==> config.mk <==
export PLATFORM = sky130hd
export DESIGN_NAME = cpu_out_logger
export DESIGN_NICKNAME = d
export VERILOG_FILES = /design/src/rtl/cpu_out_logger.sv
export SDC_FILE = /design/constraint.sdc
export NUM_CORES = 1
export LEC_CHECK = 0
export BUFFER_PORTS_ARGS = -buffer_cell sky130_fd_sc_hd__buf_4
export CORE_MARGIN = 8
export CORE_UTILIZATION = 25
export CTS_CLUSTER_DIAMETER = 50
export DETAILED_ROUTE_END_ITERATION = 16
export GPL_ROUTABILITY_DRIVEN = 0
export GPL_TIMING_DRIVEN = 0
export PLACE_DENSITY = 0.48
export SLEW_MARGIN = 5
export SYNTH_ARGS = -nofsm -noshare
export SYNTH_HDL_FRONTEND = slang
export SYNTH_SLANG_ARGS = --single-unit
==> constraint.sdc <==
create_clock -name clk -period 4.2 [get_ports clk]
set_input_delay 0.21 -clock clk [delete_from_list [all_inputs] [get_ports clk]]
set_output_delay 0.21 -clock clk [all_outputs]
set_load 0.01 [all_outputs]
==> src/rtl/cpu_out_logger.sv <==
// cpu_out_logger: captures every change on the CPU output bus into a
// first-word-fall-through FIFO and drains it over a valid/ready stream.
// Logging stops when the CPU halts; done is raised once the log is empty.
module cpu_out_logger #(
  parameter int DATA_W = 8,
  parameter int DEPTH  = 16,
  parameter int ADDR_W = 4
) (
  input  logic              clk,
  input  logic              rst,
  input  logic [DATA_W-1:0] cpu_out,
  input  logic              cpu_halt,
  output logic [DATA_W-1:0] m_data,
  output logic              m_valid,
  input  logic              m_ready,
  output logic              m_last,
  output logic [ADDR_W:0]   count,
  output logic              overflow,
  output logic              done
);

  typedef enum logic [1:0] {
    RUN,
    HALTED,
    FINISHED
  } state_t;

  localparam logic [ADDR_W:0] FULL_COUNT = (ADDR_W+1)'(DEPTH);
  localparam logic [ADDR_W:0] ONE        = (ADDR_W+1)'(1);

  state_t              state;
  logic [DATA_W-1:0]   mem [DEPTH];
  logic [ADDR_W-1:0]   wr_ptr;
  logic [ADDR_W-1:0]   rd_ptr;
  logic [DATA_W-1:0]   prev_out;

  logic capture;
  logic full;
  logic push;
  logic pop;

  // A capture is any change of the bus while still running; fullness is
  // judged on the occupancy before this edge's pop.
  assign capture = (state == RUN) && (cpu_out != prev_out);
  assign full    = (count == FULL_COUNT);
  assign push    = capture && !full;
  assign pop     = m_valid && m_ready;

  // Head of the FIFO falls through; zero when empty so reset shows m_data=0.
  assign m_valid = (count != '0);
  assign m_data  = m_valid ? mem[rd_ptr] : '0;
  assign m_last  = m_valid && (state != RUN) && (count == ONE);

  // Storage write port.
  // NOTE: the data array has no reset; the pointers and count define which
  // entries are live, so stale contents are never observed.
  always_ff @(posedge clk) begin
    if (push) begin
      mem[wr_ptr] <= cpu_out;
    end
  end

  // Pointers, occupancy, sticky flags and the run/halt/finish sequence.
  // NOTE: every register here uses non-blocking assignment so all of them
  // see the pre-edge values of count/state, matching the combinational
  // push/pop decisions above.
  always_ff @(posedge clk) begin
    if (rst) begin
      state    <= RUN;
      wr_ptr   <= '0;
      rd_ptr   <= '0;
      count    <= '0;
      prev_out <= '0;
      overflow <= 1'b0;
      done     <= 1'b0;
    end else begin
      if (state == RUN) begin
        prev_out <= cpu_out;
      end

      if (capture && full) begin
        overflow <= 1'b1;
      end

      if (push) begin
        wr_ptr <= wr_ptr + 1'b1;
      end
      if (pop) begin
        rd_ptr <= rd_ptr + 1'b1;
      end

      case ({push, pop})
        2'b10:   count <= count + ONE;
        2'b01:   count <= count - ONE;
        default: count <= count;
      endcase

      case (state)
        RUN: begin
          if (cpu_halt) begin
            state <= HALTED;
          end
        end
        HALTED: begin
          // Empty with nothing in flight, or the last entry leaves now.
          if ((count == '0) || (pop && (count == ONE))) begin
            state <= FINISHED;
            done  <= 1'b1;
          end
        end
        FINISHED: begin
          done <= 1'b1;
        end
        default: begin
          state <= RUN;
        end
      endcase
    end
  end

endmodule

==> results of run 1 <==
registers in the layout, summed over array words and instances, names as in the netlist, named ones only:
name / count
done: 1
prev_out: 8
mem: 128
count: 5
rd_ptr: 4
overflow: 1
state: 2
wr_ptr: 4
power groups by stage:
stage / Clock [W] / Combinational [W] / Sequential [W]
final: 0.00161 / 0.00132 / 0.00195
after global routing: 0.00172 / 0.00146 / 0.00197
after CTS: 0.00165 / 0.00137 / 0.00195
after detailed placement: 0 / 0.00136 / 0.00198
after global placement: 0 / 0.00135 / 0.00198
after floorplan: 0 / 0.000873 / 0.00197
metal layers:
layer,up-vias,track usage (%)
met5,-,0
met4,0,3.07
met3,13,2.70
met2,51,14.2
met1,1613,12.6
li1,1520,-
stage by stage:
stage | worst slack (ns) | total power, W | hold WS (ns) | util [%]
CTS | 1.29 | 0.00497 | 0.00153 | 30.2
floorplan | 1.58 | 0.00284 | 0.309 | -
global placement | 0.766 | 0.00332 | 0.432 | 27.7
global route | 1.15 | 0.00515 | 0.0109 | 30.2
finish | 1.33 | 0.00488 | 0.0203 | 30.2
detailed placement | 1.51 | 0.00335 | 0.440 | 27.8
layout by cell type, fill, tap and decap left out, drive strengths merged, types with 4 or more instances in the layout:
master    Yosys  layout
nand2        18      18
ha           10      10
bufinv        0       4
xnor2        12      12
dfxtp        29      29
and3          4       4
nor2         22      22
mux4         32      32
a21oi        14      14
clkbuf        8      26
and2          8       8
edfxtp      128     128
clkinv        0       4
buf          10      38
inv           7       9
nand3         8       8
mux2i        19      19
xor2          4       4
clkinvlp      0       4
o22ai         8       8
o21ai         4       4
path summary, 6_finish.rpt:
check / start / to / cells after the start
min reg2reg: done$_SDFFE_PP0P_ / done$_SDFFE_PP0P_ / 2
max: count[1]$_SDFFE_PP0P_ / m_data[6] / 7
min: cpu_halt / state[0]$_SDFFE_PP0P_ / 2
max reg2reg: count[1]$_SDFFE_PP0P_ / count[3]$_SDFFE_PP0P_ / 12
cells by family after synthesis:
family | after synthesis | synth area share (%)
DFF | 157 | 70.2
and+or+nand+nor | 77 | 6.35
muxes | 52 | 14.6
AOI/OAI and AO/OA | 31 | 2.84
buffers and inverters | 25 | 1.75
xor gates and xnor gates | 16 | 2.22
adders and majority gates | 10 | 1.99
final cells by class:
type | instances | area (um2) | share of cell area (%)
buffer | 18 | 83.8 | 1.11
clock buffer | 18 | 429 | 5.68
clock inverter | 14 | 191 | 2.54
inverter | 7 | 26.3 | 0.348
multi-input combinational | 186 | 1770 | 23.5
sequential | 157 | 4420 | 58.6
tap | 330 | 413 | 5.47
timing repair buffer | 28 | 210 | 2.78
==> out/qor.yml, run 1 <==
power_and_ir_drop:
  powerDensity_nw_per_um2: 646
  power_frac_seq_pct: 40.0
  switching_power_w: 0.00141
  sw_frac_of_total_pct: 29.0
  ir_worst_vdd_uv: 277
  clockPowerShare_pct: 33.0
  internal-power_w: 0.00346
  leakage_nw: 2.45
  p_comb_share_pct: 27.0
timing:
  slew_violations: 0
  fmax_mhz: 349
  period_share_pct: 68.3
  clock_skew_ns: 0.00597
  tightest_slew_ns: 0.878
  max_slew_margin_pct: 41.3
  hold_viol_final: 0
  setup_viol: 0
  period_minus_slack_ns: 2.87
  setup_tns_ns: 0
  rsz0062_at_grt: "no"
synthesis:
  syn-instance-count: 368
  synthMostInstantiatedCell: "edfxtp_1"
  synth_edf_count: 128
  async_flop_share_pct: 0
  ys_ff_latch: 157
  yosys-top-cells-count: "edfxtp_1, mux4_2, dfxtp_1, nor2_1, mux2i_1"
  synth_cell_types: 41
  syn_avg_cell_area_um2: 17.1
  synth.net_count: 390
  ys_seq_area_share_pct: 70.2
  yosys.area.top_type: "edfxtp_1"
  synth_top_area_share_pct: 61.0
  synth_area_um2: 6300
  synth_flop_cell: "edfxtp_1"
  ys_top_cells_by_area: "edfxtp_1, mux4_2, dfxtp_1"
  yosysWarnings: 0
clock_network:
  cts_setup_buffers: 0
  clkSlewWorstSetupHoldPaths_ns: 0.06
  cts_hold_buf: 0
  cts_resized: 0
  cts_buffer_depth: 2
  cts_tree: "yes"
  cts_sinks: 157
  cts_max_level: 4
  clk_latency_ns: 0.42
  clock-root-buffer: "clkbuf_16"
  numCtsBuffers: 17
global_routing:
  grt_pass1_wl_mm: 21.0
  grt_use_total_pct: 9.35
  first_global_vias: 3420
  antenna_found_initial: 0
  grt_max_degree: 19
  gr-total-overflow: 0
critical_path:
  max_stage_delay_ns: 0.52
  cp-start-kind: "flop"
  crit_path_end_kind: "output port"
  crit_path_cell_trace: "inv_1, ha_1, or4b_4, or2b_1, clkbuf_1, o22ai_1, buf_4"
  worstSetupPathType: "reg -> out"
  cp_top_family: "buffers and inverters"
  r2r_slack_ns: 1.51
  path_max_fanout: 8
  cpMaxStageDelayCell: "or4b_4"
  crit_buf_inv: 3
  cp.required_ns: 3.99
  cp.arrival_ns: 2.66
job:
  drv_cap: 0
drt:
  viasPerCell: 4.22
  wl_met1_mm: 6.68
  drc_errors: 0
  dr.max_layer_used: "met4"
  wl_met3_um: 641
  antenna_left: 0
  drt_iter0_markers: 178
  num_vias: 3197
  met2_length_mm: 6.24
  firstDrtPassIters: 6
  wirelength_mm: 13.7
  routedWlPerCell_um: 18.1
placement:
  port_buffers: 27
  place_area_um2: 6930
  dp_cells: 726
  dp_hpwl_mm: 9.07
die:
  die_h_um: 175
  fp.dieArea_um2: 30500
  core_area_um2: 25000
  initial_utilization_pct: 25.2
  rows: 58
  fp.dieW_um: 175
  io_pins: 29
layout:
  diodes: 0
  layout.cells.non_filler: 758
  drive_gt1_share_pct: 24.5
  fin_nets: 437
  synthToLayoutAreaGrowth_pct: 19.8
  stdcell_area_um2: 7550
  fillerInstances: 2486
status:
  run_status: "complete, no violations"
worst_hold_path:
  holdCritPathClass: "in -> reg"
No activity file was read; power rests on OpenSTA's default activity.
==> inputs of run 2 (changes only) <==
==> constraint.sdc (replaced) <==
create_clock -name clk -period 2.7 [get_ports clk]
set_input_delay 0.135 -clock clk [delete_from_list [all_inputs] [get_ports clk]]
set_output_delay 0.135 -clock clk [all_outputs]
set_load 0.01 [all_outputs]
==> run 2 against run 1 <==
- utilization is 0.16 points higher
- highest routed layer unchanged
- sequential cell count stayed put
- clock skew increased by 0.00076 ns
- cell area rose by 0.53%
- global-route usage did not move
- critical endpoint is now m_data[7]
- non-clock buffer count unchanged
- clock-buffer cell count unchanged
==> out/qor.yml, run 2 (same netlist as run 1, synthesis figures left out) <==
status:
  run_status: "complete, no violations"
global_routing:
  grt_pass1_wl_mm: 21.0
  grt_use_total_pct: 9.35
  first_global_vias: 3415
  antenna_found_initial: 0
  gr-total-overflow: 0
  grt_max_degree: 19
layout:
  reg_top3: "mem (128), prev_out (8), count (5)"
  regMostFlops: "mem"
  fin_nets: 437
  largest_register_ffs: 128
  mostFrequentLayoutCell: "edfxtp_1"
  synthToLayoutAreaGrowth_pct: 20.5
  stdcell_area_um2: 7590
  layout_common_cells: "edfxtp_1, mux4_2, buf_4, dfxtp_1, nor2_1"
  final_util_pct: 30.4
  drive_gt1_share_pct: 26.4
  diodes: 0
  layout.cells.non_filler: 758
power_and_ir_drop:
  powerDensity_nw_per_um2: 1010
  leakage_nw: 2.46
  ir_worst_vdd_uv: 435
die:
  die_h_um: 175
  rows: 58
  io_pins: 29
  fp.dieW_um: 175
  core_area_um2: 25000
  initial_utilization_pct: 25.2
  fp.dieArea_um2: 30500
placement:
  port_buffers: 27
  dp_hpwl_mm: 9.07
  dp_cells: 726
  place_area_um2: 6930
drt:
  wirelength_mm: 13.7
  antenna_left: 0
  drc_errors: 0
  drt_iter0_markers: 209
  viasPerCell: 4.23
  routedWlPerCell_um: 18.1
  num_vias: 3203
  firstDrtPassIters: 4
clock_network:
  cts_tree: "yes"
  clk_latency_ns: 0.42
  clock-root-buffer: "clkbuf_16"
  cts_sinks: 157
  cts_max_level: 4
  cts_buffer_depth: 2
  numCtsBuffers: 17
  clkSlewWorstSetupHoldPaths_ns: 0.06
timing:
  period_share_pct: 94.4
  max_slew_margin_pct: 41.1
  slew_violations: 0
  period_minus_slack_ns: 2.55
  clock_skew_ns: 0.00673
  setup_viol: 0
  fmax_mhz: 392
  worst_hold_slack_ns: 0.0673
  tightest_slew_ns: 0.880
  rsz0062_at_grt: "no"
  hold_viol_final: 0
critical_path:
  cp-start-kind: "flop"
  cp.arrival_ns: 2.41
  worstSetupPathType: "reg -> out"
  cpMaxStageDelayCell: "buf_1"
  path_max_fanout: 10
  crit_buf_inv: 2
  crit_path_cell_trace: "buf_1, mux4_2, mux2i_1, o22ai_1, buf_4"
  max_stage_delay_ns: 0.54
  crit_path_end_kind: "output port"
  cp_top_family: "buffers and inverters"
  cp.required_ns: 2.57
job:
  drv_cap: 0
worst_hold_path:
  holdCritPathClass: "in -> reg"
-- run 2: area by class of cell --
cell class / count / area (um2)
Fill cell: 2485 / 17400
Clock inverter: 14 / 191
Inverter: 7 / 26.3
Clock buffer: 18 / 429
Tap cell: 330 / 413
Sequential cell: 157 / 4430
Timing Repair Buffer: 29 / 220
Multi-Input combinational cell: 186 / 1790
Buffer: 17 / 90.1
-- run 2: per-layer routing --
layer	routed length, um	up-vias	GRT usage, %	part of all wire [%]
li1	-	1519	-	-
met4	178	0	3.07	1.3
met5	0	-	0	0
met3	543	13	2.70	4.0
met2	6290	47	14.2	46
met1	6730	1624	12.6	49
-- run 2: worst paths after layout --
kind	slack, ns	start	depth (start not counted)	endpoint
worst min register to register	0.45	overflow$_SDFFE_PP0P_	2	overflow$_SDFFE_PP0P_
worst max-delay path	0.15	flop	5	m_data[7]
worst min-delay path	0.07	cpu_out[6]	3	prev_out[6]$_SDFFE_PP0P_
worst max register to register	0.18	count[1]$_SDFFE_PP0P_	11	count[4]$_SDFFE_PP0P_
-- run 2: repair_timing --
action,CTS,global route
endpoints found under the setup margin,19,71
gates resized for setup,5,9
hold endpoints to repair,1,0
setup buffers,0,0
hold buffers,1,0
-- run 2: per-stage QoR --
stage | power, W | worst slack, ns | setup TNS, ns
floorplan | 0.00442 | 0.0750 | 0
global placement | 0.00517 | -0.734 | -5.87
detailed placement | 0.00521 | 0.00751 | 0
CTS | 0.00775 | 0.00452 | 0
global route | 0.00805 | 0.00922 | 0
finish | 0.00763 | 0.151 | 0
-- run 2: power breakdown --
| group | switching, W | leakage [nW] | internal (W) |
|---|---|---|---|
| Combinational | 0.00112 | 0.774 | 0.000970 |
| Sequential | 0.000133 | 1.40 | 0.00290 |
| Clock | 0.000957 | 0.293 | 0.00155 |
-- run 2: worst register-to-register path, cell delays in order, from the launching register on --
cell     delay (ns)
dfxtp_2        0.34
inv_1          0.13
ha_2           0.23
or4b_4         0.50
and2_4         0.18
buf_6          0.12
ha_1           0.26
nor2b_2        0.15
nand3_1        0.08
a21oi_1        0.19
xnor2_1        0.14
nor2_1         0.06
